<file path="config.mk">
export PLATFORM = sky130hd
export DESIGN_NAME = instruction_encoder
export DESIGN_NICKNAME = d
export VERILOG_FILES = /design/src/rtl/cpu_types.sv /design/src/rtl/sync_fifo.sv /design/src/rtl/instruction_encoder.sv
export SDC_FILE = /design/constraint.sdc
export NUM_CORES = 1
export LEC_CHECK = 0
export BUFFER_PORTS_ARGS = -buffer_cell sky130_fd_sc_hd__buf_2
export CELL_PAD_IN_SITES_DETAIL_PLACEMENT = 0
export CELL_PAD_IN_SITES_GLOBAL_PLACEMENT = 1
export CORE_MARGIN = 2
export CORE_UTILIZATION = 46
export CTS_BUF_LIST = sky130_fd_sc_hd__clkbuf_16
export DETAILED_ROUTE_END_ITERATION = 6
export PLACE_DENSITY = 0.84
export SLEW_MARGIN = 25
export SYNTH_ARGS = -nofsm -noshare
export SYNTH_HDL_FRONTEND = slang
export SYNTH_SLANG_ARGS = --single-unit
</file>
<file path="constraint.sdc">
create_clock -name clk -period 2.4 [get_ports clk]
set_clock_uncertainty 0.05 [all_clocks]
set_input_delay 0.24 -clock clk [delete_from_list [all_inputs] [get_ports clk]]
set_output_delay 0.24 -clock clk [all_outputs]
set_load 0.02 [all_outputs]
</file>
<file path="src/rtl/cpu_types.sv">
// Shared RV32I types: instruction format enum, major opcodes, and the
// field-to-word encoding used by the encoder and by decoder cross-checks.
package cpu_types;

  typedef enum logic [2:0] {
    INSTR_UNKNOWN = 3'd0,
    INSTR_R       = 3'd1,
    INSTR_I       = 3'd2,
    INSTR_S       = 3'd3,
    INSTR_SB      = 3'd4,
    INSTR_U       = 3'd5,
    INSTR_UJ      = 3'd6
  } instruction_type_type;

  localparam logic [6:0] OP     = 7'h33;
  localparam logic [6:0] OP_IMM = 7'h13;
  localparam logic [6:0] LOAD   = 7'h03;
  localparam logic [6:0] STORE  = 7'h23;
  localparam logic [6:0] BRANCH = 7'h63;
  localparam logic [6:0] JAL    = 7'h6F;
  localparam logic [6:0] JALR   = 7'h67;
  localparam logic [6:0] LUI    = 7'h37;
  localparam logic [6:0] AUIPC  = 7'h17;

  typedef struct packed {
    instruction_type_type itype;
    logic [6:0]           opcode;
    logic [2:0]           funct3;
    logic [6:0]           funct7;
    logic [4:0]           rd;
    logic [4:0]           rs1;
    logic [4:0]           rs2;
    logic [31:0]          imm;
  } instr_req_t;

  // Bit placement mirrors what the decoder extracts; immediate bits outside
  // each format's field are dropped.
  function automatic logic [31:0] encode_instr(input instr_req_t r);
    logic [31:0] w;
    w = '0;
    case (r.itype)
      INSTR_R:  w = {r.funct7, r.rs2, r.rs1, r.funct3, r.rd, r.opcode};
      INSTR_I:  w = {r.imm[11:0], r.rs1, r.funct3, r.rd, r.opcode};
      INSTR_S:  w = {r.imm[11:5], r.rs2, r.rs1, r.funct3, r.imm[4:0], r.opcode};
      INSTR_SB: w = {r.imm[12], r.imm[10:5], r.rs2, r.rs1, r.funct3,
                     r.imm[4:1], r.imm[11], r.opcode};
      INSTR_U:  w = {r.imm[31:12], r.rd, r.opcode};
      INSTR_UJ: w = {r.imm[20], r.imm[10:1], r.imm[11], r.imm[19:12],
                     r.rd, r.opcode};
      default:  w = '0;
    endcase
    return w;
  endfunction

  function automatic logic encode_reject(input instr_req_t r);
    logic bad;
    bad = 1'b0;
    case (r.itype)
      INSTR_R, INSTR_I, INSTR_S, INSTR_U: bad = 1'b0;
      INSTR_SB, INSTR_UJ:                 bad = r.imm[0];
      default:                            bad = 1'b1;
    endcase
    if (r.opcode[1:0] != 2'b11) bad = 1'b1;
    return bad;
  endfunction

endpackage

</file>
<file path="src/rtl/sync_fifo.sv">
// Single-clock FIFO with occupancy count; push into a full FIFO or pop from
// an empty one is ignored.
module sync_fifo #(
  parameter int unsigned WIDTH = 32,
  parameter int unsigned DEPTH = 4
) (
  input  logic                   clk,
  input  logic                   rst,
  input  logic                   push,
  input  logic [WIDTH-1:0]       wdata,
  input  logic                   pop,
  output logic [WIDTH-1:0]       rdata,
  output logic                   full,
  output logic                   empty,
  output logic [$clog2(DEPTH):0] count
);

  localparam int unsigned AW = $clog2(DEPTH);

  logic [WIDTH-1:0] slots [DEPTH];
  logic [AW-1:0]    wptr;
  logic [AW-1:0]    rptr;
  logic             do_push;
  logic             do_pop;

  assign full    = (count == (AW+1)'(DEPTH));
  assign empty   = (count == '0);
  assign do_push = push && !full;
  assign do_pop  = pop && !empty;
  assign rdata   = slots[rptr];

  always_ff @(posedge clk) begin
    if (do_push) slots[wptr] <= wdata;
  end

  always_ff @(posedge clk) begin
    if (rst) begin
      wptr  <= '0;
      rptr  <= '0;
      count <= '0;
    end else begin
      if (do_push) wptr <= wptr + 1'b1;
      if (do_pop)  rptr <= rptr + 1'b1;
      case ({do_push, do_pop})
        2'b10:   count <= count + 1'b1;
        2'b01:   count <= count - 1'b1;
        default: count <= count;
      endcase
    end
  end

  a_no_overflow: assert property (@(posedge clk) disable iff (rst) !(push && full));

endmodule

</file>
<file path="src/rtl/instruction_encoder.sv">
// Encodes RV32I field requests into words and streams them, through a small
// FIFO, to sequential instruction-memory addresses starting at BASE_ADDR.
module instruction_encoder
  import cpu_types::*;
#(
  parameter int unsigned DEPTH     = 4,
  parameter logic [31:0] BASE_ADDR = 32'h0
) (
  input  logic        clk,
  input  logic        rst,
  input  logic        req_valid,
  output logic        req_ready,
  input  logic [2:0]  req_type,
  input  logic [6:0]  req_opcode,
  input  logic [2:0]  req_funct3,
  input  logic [6:0]  req_funct7,
  input  logic [4:0]  req_rd,
  input  logic [4:0]  req_rs1,
  input  logic [4:0]  req_rs2,
  input  logic [31:0] req_imm,
  output logic        mem_we,
  input  logic        mem_ready,
  output logic [31:0] mem_address,
  output logic [31:0] mem_write,
  output logic        err,
  output logic        idle
);

  instr_req_t               req;
  logic                     accept;
  logic                     reject;
  logic                     enc_valid;
  logic                     enc_err;
  logic [31:0]              enc_word;
  logic                     fifo_pop;
  logic                     fifo_full;
  logic                     fifo_empty;
  logic [31:0]              fifo_head;
  logic [$clog2(DEPTH):0]   fifo_count;

  always_comb begin
    req        = '0;
    req.itype  = instruction_type_type'(req_type);
    req.opcode = req_opcode;
    req.funct3 = req_funct3;
    req.funct7 = req_funct7;
    req.rd     = req_rd;
    req.rs1    = req_rs1;
    req.rs2    = req_rs2;
    req.imm    = req_imm;
  end

  assign reject = encode_reject(req);
  assign accept = req_valid && req_ready;

  // The encode stage counts against capacity so its push next cycle always fits.
  assign req_ready = (32'(fifo_count) + 32'(enc_valid)) < DEPTH;

  always_ff @(posedge clk) begin
    if (rst) begin
      enc_valid <= 1'b0;
      enc_err   <= 1'b0;
      enc_word  <= '0;
    end else begin
      enc_valid <= accept && !reject;
      enc_err   <= accept && reject;
      enc_word  <= encode_instr(req);
    end
  end

  sync_fifo #(
    .WIDTH(32),
    .DEPTH(DEPTH)
  ) u_fifo (
    .clk   (clk),
    .rst   (rst),
    .push  (enc_valid),
    .wdata (enc_word),
    .pop   (fifo_pop),
    .rdata (fifo_head),
    .full  (fifo_full),
    .empty (fifo_empty),
    .count (fifo_count)
  );

  assign fifo_pop  = !fifo_empty && mem_ready;
  assign mem_we    = !fifo_empty;
  assign mem_write = fifo_empty ? '0 : fifo_head;
  assign err       = enc_err;
  assign idle      = fifo_empty && !enc_valid;

  always_ff @(posedge clk) begin
    if (rst)           mem_address <= BASE_ADDR;
    else if (fifo_pop) mem_address <= mem_address + 32'd4;
  end

  a_ready_holds_space: assert property (@(posedge clk) disable iff (rst)
    enc_valid |-> !fifo_full || fifo_pop);

endmodule
</file>
* Word-level counts from Yosys, hierarchy flattened
Memory sizes are Yosys's and may differ from the RTL's. A register that Yosys moved wholly into a read port is not among the register bits.
Cells that the tools add are included.
** Operators by class
- Add/sub/neg operators :: 6
- Multiply operators :: 0
- Div/mod/pow operators :: 0
- $lt $le $gt $ge :: 1
- Equal/unequal tests :: 10
- Shift operators :: 0
- Muxes and demuxes :: 9
- Bitwise logic cells :: 0
- Reductions and logical operators :: 15
** Operators by type and width (count)
- $pmux 32 s6 :: 1
- $add 32x3->32 const B :: 1
- $mux 32 :: 1
- $eq 3x3->1 const B :: 4
- $logic_and 1x1->1 :: 7
- $eq 3x2->1 const B :: 2
- $pmux 3 s2 :: 1
- $add 2x1->2 const B :: 2
- $add 3x1->4 :: 1
- $logic_not 1->1 :: 4
- $lt 4x3->1 const B :: 1
- $mux 2 :: 2
- $reduce_or 4->1 :: 1
- $add 3x1->3 const B :: 1
- $eq 3x1->1 const B :: 1
- $logic_not 3->1 :: 1
- $mux 1 :: 3
- $sub 3x1->3 const B :: 1
- $eq 2x1->1 const B :: 1
- $eq 2x2->1 const B :: 1
- $ne 2x2->1 const B :: 1
- $pmux 1 s2 :: 1
- $reduce_bool 2->1 :: 1
- $reduce_or 2->1 :: 1
** Word-level totals
- Bits in registers :: 73
- Latch bits :: 0
- RAM bits :: 128
- ROM bits :: 0
- Input port bits :: 71
- Word-level logic and storage cells :: 49
- Memories :: 1
** Memory list
- u_fifo.slots :: words 4, bits a word 32, read ports 1, clocked after Yosys merged registers in 1, write ports 1, line sync_fifo.sv:20 : logic [WIDTH-1:0] slots [DEPTH];

* Depth between registers and ports, before layout
Gate-level depths: netlist (run 1).
- Depth after elaboration :: 6
- Depth in mapped cells :: 9

* Modules after synthesis
A second synthesis (run 1) with hierarchy kept.
** Unflattened totals
- Cells, all modules :: 600
- Area, all modules :: 8436.8 sq um
** Modules (own cells, without submodules)
- sync_fifo :: times used 1, cells each 221, area each 5146.2 sq um
- instruction_encoder :: times used 1, cells each 379, area each 3290.7 sq um

* Worst setup path before layout (run 1)
OpenSTA, ideal clock, no wires.
- Path kind :: register to register
- Start point :: register u_fifo.count[1]
- End point :: memory u_fifo.slots[1][0] (enable)
- Setup time :: 392 ps
- Arrival time :: 1734 ps
- Required time :: 1958 ps
- Path slack :: 224 ps
- Cell stages (with the launch flop) :: 4
- Buffers on the path :: 0
- Clock period less this slack :: 2176 ps
- Cells stage by stage :: dfxtp_1 inv_1 a31oi_1 and2_1
** On the way
- Cells in the longest elaborated chain, start to end :: 5
** Ends and longest elaborated chain
- start: declaration :: line sync_fifo.sv:15 : output logic [$clog2(DEPTH):0] count
- start signal: assignment :: line sync_fifo.sv:45 : 2'b10: count <= count + 1'b1;
- start signal: assignment :: line sync_fifo.sv:46 : 2'b01: count <= count - 1'b1;
- start signal: assignment :: line sync_fifo.sv:47 : default: count <= count;
- $eq 3x3->1 :: line sync_fifo.sv:26 : assign full = (count == (AW+1)'(DEPTH));
- $logic_not 1->1 :: line sync_fifo.sv:28 : assign do_push = push && !full;
- $logic_and 1x1->1 :: line sync_fifo.sv:28
- $mux 1 :: line sync_fifo.sv:33 : if (do_push) slots[wptr] <= wdata;
- $mux 1 (implied by the code) :: line sync_fifo.sv:33
- end: declaration :: line sync_fifo.sv:20
Every way passes these cells.

==> flow_summary.yaml, run 1 <==
outcome:
  status: "finished, final reports clean"
power_and_ir_drop:
  irDropWorstVdd_uv: 498
  power.density_mw_per_mm2: 748
  leakagePower_nw: 3.74
global_routing:
  gr-usage-all-layers: 0.194
  first_global_vias: 5827
  grt_pass1_wl_mm: 30.0
  grt_start_max_net_pins: 35
  antenna_found_initial: 4
  gr-total-overflow: 0
timing:
  min_period_ps: 2280
  worstMarginPinSlew_ps: 851
  setup_ws_ps: 115
  hold_viol: 0
  rsz0062_at_grt: "false"
  final.setup.tns_ps: 0
  finalSetupViolations: 0
  relSlewSlack: 0.428
  fmax_ghz: 0.438
  hold_slack_ps: 12.9
  finalCritPeriodShare: 0.952
  finalMaxSlewViolations: 0
floorplan:
  die_h_um: 138
  core_mm2: 0.0178
  start_util: 0.465
  pin_count: 139
  die-area_mm2: 0.0191
  rows: 49
  die_w_um: 138
cells_and_area:
  final_common_cell: "buf_2"
  final_cell_mix: "buf_2, edfxtp_1, dfxtp_1"
  nFillCells: 1417
  fin_cells: 998
  num-nets-final: 830
  drive_gt1_frac: 0.322
  post-route-util: 0.572
  areaGrowthSynthToFinish_pct: 22.9
drt:
  drt_iter0_drc: 397
  drt_wl_total_mm: 19.1
  vias_per_cell: 5.63
  vias: 5617
  antenna_left: 0
  route.detailed.drc: 0
  first_pass_iters: 6
  avgRoutedWirePerCell_um: 19.1
clock_network:
  clock_sinks: 201
  cts_buffer_depth: 3
  clk_latency_ps: 490
  cts_buffers: 21
  cts_root_buf: "clkbuf_16"
  cts_tree: "yes"
  post_cts_buffers: 0
  htreeDepth: 1
  clk_pin_slew_worst_paths_ps: 60
hold_path:
  min_to: "enc_word[17]"
  hold_class: "in2reg"
  hold_start: "req_rs1[2]"
  hold_depth: 3
synthesis:
  synth_cell_types: 44
  ys_seq_area_frac: 0.639
  synth_top_area_cell: "edfxtp_1"
  synth-edff-count: 128
  synthCells: 593
  ys_ff_latch: 201
  synth_ff_type: "edfxtp_1"
  synthTopCellsByArea: "edfxtp_1, dfxtp_1, mux4_2"
  async_flop_share: 0
  avgSynthCellArea_um2: 14.0
  ys.warnings.count: 0
  syn_area_mm2: 0.00830
  synthDominantCellAreaShare: 0.463
setup_path:
  reg2reg_from: "mem_address[2]"
  endpoint_kind: "output port"
  ff2ff_path_depth: 5
  worstSetupPathType: "reg2out"
  crit_required_ps: 2110
  setup.worst_path.start_class: "register"
  crit_fanout: 16
  cp_data_arrival_time_ps: 1990
  timing.reg2reg.setup_slack_ps: 260
  r2r_end: "mem_address[28]"
run:
  cap_viol_max_count: 0
place:
  pre_cts_ws_ps: 275
  dp.cells: 941
  globalplace.congestion: 0.843
  portBuffers: 136
  dp_hpwl_mm: 12.6
[per-layer routing]
| metal | wire length [um] | GRT usage |
|---|---|---|
| met1 | 7660 | 0.239 |
| met2 | 9430 | 0.336 |
| met3 | 1600 | 0.0530 |
| met4 | 386 | 0.0564 |
| met5 | 16 | 0 |
[worst max path at each step]
stage,end,slack [ps],from
4_1_cts,mem_write[23],60,register
3_5_place_dp,u_fifo.count[2],280,u_fifo.count[0]
3_3_place_gp,u_fifo.count[2],400,u_fifo.count[0]
6_report,mem_write[23],120,register
5_1_grt,mem_write[7],50,register
2_1_floorplan,u_fifo.slots[1][0],220,u_fifo.count[1]
[stage by stage]
step | instance area, um^2 | power, mW
2_1_floorplan | 8300 | 4.25
5_1_grt | 10200 | 7.90
6_report | 10200 | 7.63
3_5_place_dp | 9320 | 4.50
3_3_place_gp | 9320 | 4.48
4_1_cts | 10200 | 7.68
[power by group]
group / leakage (nW) / internal (mW) / switching (mW) / total [mW]
Clock: 0.348 / 1.92 / 1.25 / 3.17
Sequential: 1.77 / 3.74 / 0.0497 / 3.79
Combinational: 1.63 / 0.302 / 0.369 / 0.671
[registers in the layout, indices dropped and copies added, names as in the netlist, named ones only]
name / count
enc_valid: 1
enc_word: 32
err: 1
mem_address: 30
u_fifo.count: 3
u_fifo.rptr: 2
u_fifo.slots: 128
u_fifo.wptr: 2
[layout make-up]
class,count,area [um^2],share of cell area
inverters,14,52.6,0.00515
repair buffers,174,1070,0.105
diodes,3,7.51,0.000736
multi-input cells,340,2790,0.274
flip-flops and latches,201,5310,0.520
clock inverters,16,155,0.0152
well taps,229,287,0.0281
clock buffers,21,526,0.0515
[timing repair]
action                     CTS  global route
hold buffers                16             0
setup endpoints to repair    0             1
hold endpoints to repair    17             0
gates resized for setup      0             0
[critical path: stages, from the launching register on]
cell and delay [ps]:
dfxtp_2 390, buf_12 210, mux4_2 550, and2_1 190
buf_2 160
[Yosys cell counts, types with 11 or more instances]
cell / instances
a21oi_1: 29
a222oi_1: 11
and2_1: 45
clkbuf_1: 31
dfxtp_1: 73
edfxtp_1: 128
inv_1: 14
mux2_2: 20
mux4_2: 32
nand2_1: 15
nor2_1: 38
nor2b_1: 11
o31ai_1: 14
or4_1: 16
[cells by family after synthesis]
| kind of cell | count (synthesis) | share of synthesized area |
|---|---|---|
| mux | 53 | 0.115 |
| flops | 201 | 0.639 |
| fa+ha+maj | 7 | 0.0115 |
| compound gates | 98 | 0.0825 |
| simple gates | 167 | 0.112 |
| buf+inv | 53 | 0.0256 |
| xor+xnor | 13 | 0.0137 |
| other cells | 1 | 0.000452 |
No activity file was read; power rests on OpenSTA's default activity.
==> inputs of run 2 (changes only) <==
==> constraint.sdc (replaced) <==
create_clock -name clk -period 2.5 [get_ports clk]
set_clock_uncertainty 0.05 [all_clocks]
set_input_delay 0.25 -clock clk [delete_from_list [all_inputs] [get_ports clk]]
set_output_delay 0.25 -clock clk [all_outputs]
set_load 0.02 [all_outputs]
==> flow_summary.yaml, run 2 (synthesis gave the netlist of run 1 again) <==
drt:
  vias_per_cell: 5.63
  drt_iter0_drc: 414
  dr_wl_met2_mm: 9.12
  wl_met1_mm: 7.90
  avgRoutedWirePerCell_um: 19.0
  route.detailed.drc: 0
  route.met3.wl_mm: 1.57
  first_pass_iters: 5
  top_layer: "met5"
  antenna_left: 0
  vias: 5593
  drt_wl_total_mm: 18.9
power_and_ir_drop:
  leakagePower_nw: 3.72
  finalPower_mw: 7.19
  p_int_mw: 5.60
  switching_share: 0.221
  combPwrFrac: 0.088
  clkPwrFrac: 0.406
  p_sw_mw: 1.59
  irDropWorstVdd_uv: 487
  p_seq_frac: 0.506
  power.density_mw_per_mm2: 711
cells_and_area:
  post-route-util: 0.567
  largest_reg_flops: 128
  regArea_mm2: 0.00531
  top_regs: "u_fifo.slots (128), enc_word (32), mem_address (30)"
  num-nets-final: 826
  fin_cells: 993
  multi_input_area_mm2: 0.00279
  top_register: "u_fifo.slots"
  drive_gt1_frac: 0.315
  nFillCells: 1436
  final_cell_mix: "buf_2, edfxtp_1, dfxtp_1"
  areaGrowthSynthToFinish_pct: 21.9
  final_common_cell: "buf_2"
timing:
  worstMarginPinSlew_ps: 773
  final.setup.tns_ps: 0
  hold_slack_ps: 19.0
  finalCritPeriodShare: 0.960
  fmax_ghz: 0.417
  finalMaxSlewViolations: 0
  relSlewSlack: 0.481
  min_period_ps: 2400
  hold_viol: 0
  rsz0062_at_grt: "false"
  finalSetupViolations: 0
clock_network:
  clk_pin_slew_worst_paths_ps: 60
  cts_buffer_depth: 3
  cts_root_buf: "clkbuf_16"
  cts_tree: "yes"
  cts_buffers: 21
  clock_sinks: 201
  clk_latency_ps: 480
  htreeDepth: 1
place:
  globalplace.congestion: 0.790
  dp_hpwl_mm: 12.7
  dp.cells: 939
  portBuffers: 136
global_routing:
  gr-total-overflow: 0
  grt_start_max_net_pins: 54
  grt_pass1_wl_mm: 29.8
  first_global_vias: 5732
  antenna_found_initial: 3
  gr-usage-all-layers: 0.193
hold_path:
  hold_class: "in2reg"
  hold_start: "req_imm[7]"
  min_to: "enc_word[27]"
  hold_depth: 3
setup_path:
  ff2ff_path_depth: 4
  r2r_end: "mem_address[29]"
  worstSetupPathType: "reg2out"
  endpoint_kind: "output port"
  crit_fanout: 27
  crit_required_ps: 2200
  reg2reg_from: "mem_address[5]"
  setup.worst_path.start_class: "register"
  timing.reg2reg.setup_slack_ps: 370
  cp_data_arrival_time_ps: 2100
floorplan:
  die_h_um: 138
  start_util: 0.465
  pin_count: 139
  rows: 49
  die-area_mm2: 0.0191
  die_w_um: 138
  core_mm2: 0.0178
run:
  cap_viol_max_count: 0
outcome:
  status: "finished, final reports clean"
[run 2: worst max-delay path: stages, from the launching register on]
cell and delay (ps):
dfxtp_4 420, buf_12 260, mux4_2 590, and2_1 190
buf_2 150
[run 2: through the flow]
step	worst slack (ps)	cell area (um^2)
floorplan	324	8300
global placement	503	9310
detailed placement	401	9310
CTS	55.4	10100
global route	6.73	10100
finish	100	10100
[run 2: metal layers]
metal / vias up / GRT usage
li1: 2594 / -
met1: 2765 / 0.251
met2: 210 / 0.324
met3: 22 / 0.0523
met4: 2 / 0.0499
met5: - / 0
[run 2: how the worst max path moves through the flow]
stage	to	cells past startpoint	slack (ps)	startpoint
2_1_floorplan	u_fifo.slots[1][0]	3	320	u_fifo.count[1]
6_report	mem_write[7]	4	100	register
4_1_cts	mem_write[7]	4	60	register
3_5_place_dp	mem_address[31]	4	400	mem_address[5]
3_3_place_gp	mem_address[25]	4	500	u_fifo.count[0]
5_1_grt	mem_write[7]	4	7	register
[run 2: power by group through the flow]
stage / clock, mW / sequential (mW) / combinational [mW]
finish: 2.92 / 3.64 / 0.629
floorplan: 0 / 3.69 / 0.392
detailed placement: 0 / 3.71 / 0.610
global route: 3.13 / 3.65 / 0.680
global placement: 0 / 3.70 / 0.600
CTS: 2.97 / 3.64 / 0.633
[run 2: area by class of cell]
type                            instances  area share
Sequential cell                       201       0.525
Multi-Input combinational cell        340       0.276
Timing Repair Buffer                  170       0.101
Clock buffer                           21      0.0519
Tap cell                              229      0.0283
Clock inverter                         16      0.0124
Inverter                               14     0.00519
Antenna cell                            2    0.000495
[run 2: what timing repair did]
action,in CTS,in global routing
hold buffers,15,0
endpoints found under the hold margin,16,0
resized for setup,1,0
setup buffers,0,0
endpoints found under the setup margin,1,0
